## src/rtl/dmem_request_unit.sv

```systemverilog
// Data-memory request unit: turns CPU load/store requests into word-wide RAM
// accesses, with read-modify-write for sub-word stores, load extension and a busy timeout.
module dmem_request_unit #(
  parameter int TIMEOUT = 16
) (
  input  logic        clk,
  input  logic        rst,
  input  logic        req_ren,
  input  logic        req_wen,
  input  logic [31:0] req_addr,
  input  logic [31:0] req_wdata,
  input  logic [1:0]  req_size,
  input  logic        req_unsigned,
  output logic [31:0] req_rdata,
  output logic        req_done,
  output logic        req_err,
  output logic        stall,
  output logic        ram_write_en,
  output logic [31:0] ram_addr,
  output logic [31:0] ram_data_in,
  input  logic [31:0] ram_data_out,
  input  logic        ram_busy
);

  localparam int CW = $clog2(TIMEOUT + 1);

  typedef enum logic [1:0] {IDLE, RD, WR, DONE} state_t;
  typedef enum logic [1:0] {SZ_BYTE = 2'b00, SZ_HALF = 2'b01, SZ_WORD = 2'b10, SZ_BAD = 2'b11} size_t;

  state_t        state_q, state_d;
  size_t         size_q, size_d;
  logic [31:0]   addr_q, addr_d;
  logic [15:0]   wdata_q, wdata_d;
  logic          unsigned_q, unsigned_d;
  logic          store_q, store_d;
  logic [31:0]   rdata_q, rdata_d;
  logic          err_q, err_d;
  logic [31:0]   data_q, data_d;
  logic [CW-1:0] cnt_q, cnt_d;

  logic          req_any;
  logic          fault;
  logic [7:0]    ld_byte;
  logic [15:0]   ld_half;
  logic [31:0]   ld_ext;
  logic [31:0]   merged;

  assign req_any = req_ren | req_wen;
  assign fault   = (req_ren & req_wen)
                 | (req_size == SZ_BAD)
                 | ((req_size == SZ_HALF) & req_addr[0])
                 | ((req_size == SZ_WORD) & (req_addr[1:0] != 2'b00));

  // Lane selection for load extraction and sub-word merge uses the latched address.
  always_comb begin
    ld_byte = ram_data_out[{addr_q[1:0], 3'b000} +: 8];
    ld_half = ram_data_out[{addr_q[1], 4'b0000} +: 16];
    merged  = ram_data_out;
    unique case (size_q)
      SZ_BYTE: begin
        ld_ext = {{24{ld_byte[7] & ~unsigned_q}}, ld_byte};
        merged[{addr_q[1:0], 3'b000} +: 8] = wdata_q[7:0];
      end
      SZ_HALF: begin
        ld_ext = {{16{ld_half[15] & ~unsigned_q}}, ld_half};
        merged[{addr_q[1], 4'b0000} +: 16] = wdata_q;
      end
      default: ld_ext = ram_data_out;
    endcase
  end

  // NOTE: every combinational output gets a default first so no path infers a latch.
  always_comb begin
    state_d    = state_q;
    size_d     = size_q;
    addr_d     = addr_q;
    wdata_d    = wdata_q;
    unsigned_d = unsigned_q;
    store_d    = store_q;
    rdata_d    = rdata_q;
    err_d      = err_q;
    data_d     = data_q;
    cnt_d      = cnt_q;
    unique case (state_q)
      IDLE: begin
        if (req_any) begin
          addr_d     = req_addr;
          wdata_d    = req_wdata[15:0];
          size_d     = size_t'(req_size);
          unsigned_d = req_unsigned;
          store_d    = req_wen;
          rdata_d    = '0;
          err_d      = 1'b0;
          if (fault) begin
            err_d   = 1'b1;
            state_d = DONE;
          end else if (req_wen && (req_size == SZ_WORD)) begin
            data_d  = req_wdata;
            state_d = WR;
          end else begin
            state_d = RD;
          end
        end
      end
      RD: begin
        if (ram_busy) begin
          if (cnt_q == CW'(TIMEOUT - 1)) begin
            err_d   = 1'b1;
            state_d = DONE;
          end else begin
            cnt_d = cnt_q + 1'b1;
          end
        end else if (store_q) begin
          data_d  = merged;
          state_d = WR;
        end else begin
          rdata_d = ld_ext;
          state_d = DONE;
        end
      end
      WR: begin
        if (ram_busy) begin
          if (cnt_q == CW'(TIMEOUT - 1)) begin
            err_d   = 1'b1;
            state_d = DONE;
          end else begin
            cnt_d = cnt_q + 1'b1;
          end
        end else begin
          state_d = DONE;
        end
      end
      DONE:    state_d = IDLE;
      default: state_d = IDLE;
    endcase
    if (state_d != state_q) cnt_d = '0;
  end

  // NOTE: synchronous reset; sequential state uses non-blocking assignments only.
  always_ff @(posedge clk) begin
    if (rst) begin
      state_q    <= IDLE;
      size_q     <= SZ_BYTE;
      addr_q     <= '0;
      wdata_q    <= '0;
      unsigned_q <= 1'b0;
      store_q    <= 1'b0;
      rdata_q    <= '0;
      err_q      <= 1'b0;
      data_q     <= '0;
      cnt_q      <= '0;
    end else begin
      state_q    <= state_d;
      size_q     <= size_d;
      addr_q     <= addr_d;
      wdata_q    <= wdata_d;
      unsigned_q <= unsigned_d;
      store_q    <= store_d;
      rdata_q    <= rdata_d;
      err_q      <= err_d;
      data_q     <= data_d;
      cnt_q      <= cnt_d;
    end
  end

  assign req_done     = (state_q == DONE);
  assign req_err      = err_q;
  assign req_rdata    = rdata_q;
  assign stall        = ((state_q == IDLE) & req_any) | (state_q == RD) | (state_q == WR);
  assign ram_addr     = {addr_q[31:2], 2'b00};
  assign ram_data_in  = data_q;
  // Gated by rst so an access abandoned by reset cannot write on the reset edge.
  assign ram_write_en = (state_q == WR) & ~ram_busy & ~rst;

endmodule
```

## config.mk

```make
export PLATFORM = sky130hd
export DESIGN_NAME = dmem_request_unit
export DESIGN_NICKNAME = d
export VERILOG_FILES = /design/src/rtl/dmem_request_unit.sv
export SDC_FILE = /design/constraint.sdc
export NUM_CORES = 1
export LEC_CHECK = 0
export BUFFER_PORTS_ARGS = -buffer_cell sky130_fd_sc_hd__buf_4
export CAP_MARGIN = 0
export CORE_ASPECT_RATIO = 1.4
export CORE_UTILIZATION = 35
export DETAILED_ROUTE_END_ITERATION = 12
export PLACE_DENSITY_LB_ADDON = 0.05
export SKIP_CTS_REPAIR_TIMING = 1
export SLEW_MARGIN = 0
export SYNTH_ARGS = -nofsm -noshare
export SYNTH_HDL_FRONTEND = slang
export SYNTH_SLANG_ARGS = --single-unit
```

## constraint.sdc

```tcl
create_clock -name clk -period 4.7 [get_ports clk]
set_input_delay 0.47 -clock clk [delete_from_list [all_inputs] [get_ports clk]]
set_output_delay 0.47 -clock clk [all_outputs]
set_load 0.05 [all_outputs]
```

Word level (Yosys, flattened, before mapping)
Index checks and enable logic that the tools add are counted.

Eq/ne operators: 17. Mux-type cells: 27. Divide/modulo/power cells: 0. Reductions and logical operators: 13. $mul: 0. Add/sub/neg operators: 3. Magnitude comparators: 0. Shift-type cells: 6. Bitwise logic cells: 18.

Operator list (number): 32-bit two-way mux (8); 32-bit one-hot mux with 2 select lines (4); 32-bit bitwise mux (2); 16-bit by 7-bit variable shift with 32-bit output, first input constant (1); 8-bit by 7-bit variable shift with 32-bit output, first input constant (1); 16-bit by 7-bit indexed part select with 32-bit output (1); 32-bit by 6-bit indexed part select with 16-bit output (1); 32-bit by 6-bit indexed part select with 8-bit output (1); 8-bit by 7-bit indexed part select with 32-bit output (1); 5-bit negator with 7-bit output (2); 2-bit two-way mux (6); 2-bit != test, second input constant (6); 1-bit AND (8); 2-bit == test, second input constant (4); 2-bit one-hot mux with 4 select lines (1); 4-bit AND reduction (2); 2-bit by 1-bit == test with 1-bit output, second input constant (3); 1-bit OR (6); 6-bit AND reduction (1); 2-bit nonzero test (3); 5-bit by 1-bit adder with 5-bit output, second input constant (1); 5-bit by 4-bit == test with 1-bit output, second input constant (1); 1-bit two-way mux (5); 2-bit zero test (2); other kinds (8) (13).

Output and inout port bits: 100. Input bits: 104. Memories: 0. Register bits after elaboration: 124. Memory bits (writable): 0. ROM bits: 0. Word-level logic and storage cells: 94. Bits in latches: 0.

Longest topological paths before layout
Word-level depth: 9. Mapped depth: 10. Depth with buffers taken out: 8.

Worst setup path after synthesis
No wires, ideal clock.

Kind: input to output. Start point: input rst. End point: output ram_write_en. Arrival: 1.979 ns. Path buffers: 2. Path slack: 2.251 ns. Cell stages on the path: 3. Data required time: 4.230 ns. Cell sequence: buf_2 clkbuf_1 nor3b_1.

Word-level cells in the longest chain between the ends: 2.

RTL lines: from (decl) (line 7) `input logic rst,`; 1-bit NOT (line 173) `assign ram_write_en = (state_q == WR) & ~ram_busy & ~rst;`; 1-bit AND (line 173); to (decl) (line 18) `output logic ram_write_en,`.

No other way between the ends.

Final worst setup path
Start point: register state_q[0]. End point: register data_q[24] (netlist: ram_data_in[24]).

Word-level cells in the longest chain between the ends: 3. Elaborated cells between the ends (all ways): 10. Those cells by class: 6 x eq/ne; 1 x mux; 3 x reduce/logical.

RTL lines: from (decl) (line 30) `state_t state_q, state_d;`; from (signal assigned) (line 153) `state_q <= state_d;`; 2-bit by 1-bit == test with 1-bit output / 2-bit zero test (equally long branches) (line 84) `unique case (state_q)`; 2-bit != test (no source line) / 2-bit nonzero test (equally long branches); 6-bit AND reduction (no source line); to (signal assigned) (line 161) `data_q <= data_d;`; to (decl) (line 38) `logic [31:0] data_q, data_d;`.

Parallel ways exist; a longest one is shown, timed or not. A chain may end at the register's enable or synchronous reset.

==> results.rst <==
.. list-table::
   :header-rows: 1

   * - Metric
     - Value
   * - H-Tree Depth
     - 4
   * - Post-synth EDFFs
     - 0
   * - Count of standard-cell rows
     - 62
   * - Synthesized-area fraction occupied by xor and xnor cells
     - 0.00360
   * - Critical path type
     - flip-flop to flip-flop
   * - Max VDD drop
     - 0.214 mV
   * - Post-route cell area
     - 9320 um2
   * - Sequential fraction of the synthesis area
     - 0.340
   * - Worst max-slew margin expressed relative to the limit
     - 0.443
   * - Required @ worst endpoint
     - 5.02 ns
   * - CTS root buffer
     - clkbuf_16
   * - Post-route setup TNS
     - 0 ns
   * - Share of final-layout standard cells stronger than drive strength 1
     - 0.273
   * - Relative area change from synthesis to final layout
     - 27.6%
   * - Detail Placement HPWL
     - 17600 um
   * - Worst-Margin Slew
     - 0.836 ns
   * - DIE WIDTH
     - 124 um
   * - Cells on worst reg2reg path
     - 6
   * - Run status
     - complete, no violations
   * - Async set or reset register ratio after synthesis
     - 0
   * - Gate power share
     - 0.433
   * - Worst skew pair latency
     - 0.42 ns
   * - Multiplexer fraction of the synthesized cell area
     - 0.0317
   * - Largest fanout on the critical path
     - 35
   * - Worst Setup End Kind
     - flip-flop
   * - Number of violations reported at the end of detailed-routing iteration 0
     - 542
   * - Max clock buf depth
     - 2
   * - Combinational family with the most area after synthesis
     - compound AO/OA/AOI/OAI gates
   * - Slowest cell delay on critical path
     - 0.62 ns
   * - Wire length of the first global-routing pass
     - 38800 um
   * - Power density over the cells
     - 540 nW/um2
   * - Floorplan core area
     - 20500 um2
   * - Number of maximum-capacitance constraint violations
     - 0
   * - Cell taking the most area after synthesis
     - dfxtp_1
   * - Maximum number of pins on one net before global-route repair
     - between 70 and 80
   * - Number of nets with antenna violations after routing
     - 0
   * - Simple-gate share of the synthesized area
     - 0.219
   * - Proportion of power drawn by the clock network
     - 0.288
   * - Routed wirelength normalized by instance count
     - 18.5 um
   * - Number of cells on the worst hold path
     - 3
   * - Cell types occupying the most area after synthesis
     - dfxtp_1, nand2_1, o21ai_0, o41ai_2, a21oi_1
   * - Pint
     - 0.00284 W
   * - Total number of clock tree sinks
     - 124
   * - Final setup viols
     - 0
   * - Grt ovf
     - 0
   * - Part of the total power dissipated in sequential elements
     - 0.279
   * - Worst setup slack for register-to-register paths
     - 1.99 ns
   * - DRC errors left
     - 0
   * - Worst R2R End
     - ram_data_in[24]
   * - Number of nets in the layout
     - between 1000 and 1500
   * - Number of distinct library cells after synthesis
     - just under 60
   * - Switching share of total power
     - 0.435
   * - Count of endpoints failing hold in the final timing report
     - 0
   * - Via Count
     - ~7200
   * - Worst EP arrival
     - roughly 3.0 ns
   * - Global placer's final weighted congestion
     - between 0.8 and 0.9
   * - RR Startpoint
     - state_q[0]
   * - Post-route minimum period
     - ~2.7 ns
   * - Flip-flop and latch count after synthesis
     - 124
   * - Achievable Freq
     - 368 MHz
   * - Placed Cells
     - 1319
   * - Flip-flop cell with the highest count after synthesis
     - dfxtp_1
   * - Clock slew at reported path FFs
     - 0.06 ns
   * - Launch point of the worst hold path
     - ram_data_out[27]
   * - Master of the slowest instance on the critical path
     - ha_2
   * - Count leader, synth
     - nand2_1
   * - Worst hold-check path type
     - primary input to flip-flop
   * - Warnings from Yosys
     - 0
   * - Critical path cell sequence
     - ha_2 -> and2_1 -> a211o_2 -> buf_4 -> nand3b_1 -> o41ai_2
   * - Die Y-Extent
     - 173 um
   * - TritonCTS clock tree
     - done
   * - Proportion of netlist area held by the largest area contributor
     - 0.340
   * - Via count of the first global-routing pass
     - 6992
   * - Placed Area
     - 8680 um2
   * - Number of buffers created by CTS
     - 17
   * - Cell Area, Synth
     - between 7000 and 8000 um2
   * - Worst Path Buf+Inv
     - 1
   * - GRT Overall Usage
     - 0.235
   * - LEAKAGE
     - a little under 4 nW
   * - Final clock period utilization by the worst path
     - 0.578
   * - Die outline area
     - 21500 um2
   * - Net switching power
     - 0.00219 W
   * - Mean post-synth cell area
     - 7.65 um2
   * - Antenna violations before repair
     - 0
   * - Fraction of the mapped netlist area in compound gates
     - 0.282
   * - Port bufs
     - 201
   * - Startpoint Class
     - flip-flop
   * - Post-synthesis instance total
     - 955
   * - Worst setup path start
     - state_q[0]
   * - Most frequent cells after synthesis
     - nand2_1, dfxtp_1, o21ai_0, a21oi_1, nor2_1
   * - First-pass iteration count of the detailed router
     - 5
   * - Final-report max-slew violation count
     - 0
   * - Worst hold path endpoint
     - req_rdata[27]
   * - Initial cell density of the core
     - 0.357
   * - Largest delay contributor family on the critical path
     - compound AO/OA/AOI/OAI gates
   * - Non-filler instance count after layout
     - between 1000 and 1500
   * - Total routed wirelength
     - 24900 um
   * - Routed vias/inst
     - 5.36
   * - RSZ-0062 raised after global routing
     - no
   * - Adder-Cell Fraction of Synth Area
     - 0.0206
   * - Top-Level Pins
     - about 200
   * - Skew final
     - roughly 0.0094 ns
   * - Number of inserted diodes
     - 0
## registers in the layout (all words and copies together) (netlist names)
signal,cells
unsigned_q,1
req_rdata,32
ram_data_in,32
state_q,2
cnt_q,5
req_err,1
store_q,1
size_q,2
addr_q,32
wdata_q,16
## layout by cell type (no fill, tap or decap), types with 2 or more instances in the layout
cell type and n:
a211oi_1 5, a21oi_1 74, a221o_1 2, a221oi_1 30, a22o_1 2, a32o_1 7, and2_1 5, buf_4 217
bufinv_16 4, clkbuf_16 17, clkbuf_8 2, clkinv_2 2, clkinv_4 4, clkinvlp_4 2, conb_1 2, dfxtp_1 124
ha_1 11, inv_1 37, mux2i_1 4, mux4_2 8, nand2_1 225, nand2b_1 5, nand3_1 6, nand3b_1 28
nor2_1 55, nor2b_1 2, nor3_1 3, nor3b_1 3, nor4_1 6, nor4bb_1 2, o211ai_1 10, o21a_1 2
o21ai_0 107, o21ai_1 13, o22ai_1 11, o41ai_2 27, or2_2 3, xnor2_1 2
## layout make-up
cell class | count | area, um2
clock inverter | 13 | 189
sequential | 124 | 2480
timing repair buffer | 217 | 1630
clock buffer | 19 | 453
fill | 2153 | 11200
tap | 256 | 320
multi-input combinational | 684 | 4100
inverter | 38 | 143
## worst max path at each step
stage	cells after the start	slack [ns]	endpoint
after floorplan	3	2.25	ram_write_en
after CTS	6	2.00	ram_data_in[27]
after detailed placement	6	2.01	ram_data_in[18]
after global placement	5	2.10	ram_data_in[18]
final	6	1.99	ram_data_in[24]
after global routing	8	1.77	req_rdata[5]
## cell families after synthesis
logic type | count (synthesis)
compound gates | 298
xor+xnor | 3
fa+ha+maj | 12
buf+inv | 148
flops | 124
mux | 13
other cells | 1
simple gates | 356
## power by group through the flow
stage / sequential [W] / clock, W / combinational, W
floorplan: 0.00174 / 0 / 0.00129
finish: 0.00140 / 0.00145 / 0.00218
detailed placement: 0.00142 / 0 / 0.00218
CTS: 0.00140 / 0.00148 / 0.00219
global placement: 0.00143 / 0 / 0.00218
global route: 0.00143 / 0.00152 / 0.00234
## per-layer routing
metal	part of all wire	global-route usage	wire, um	up-vias
met4	0.029	0.0923	725	0
met1	0.43	0.296	10600	3418
li1	-	-	-	3572
met3	0.060	0.0511	1490	28
met5	0	0	0	-
met2	0.49	0.385	12100	224
## tightest hold or removal path, delay by kind of cell
kind            cells  cell delay (ns)
compound gates      1             0.05
buf+inv             1             0.09
simple gates        1             0.05
## per-stage QoR
step                setup WS [ns]   util  hold WS [ns]  power [W]
finish                       1.99  0.455         0.270    0.00503
detailed placement           2.01  0.424         0.429    0.00361
floorplan                    2.25      -         0.437    0.00303
global placement             2.10  0.424         0.426    0.00361
CTS                          2.00  0.455         0.253    0.00507
global route                 1.77  0.455         0.284    0.00529
Note: power is estimated with default switching activity, not from simulation.
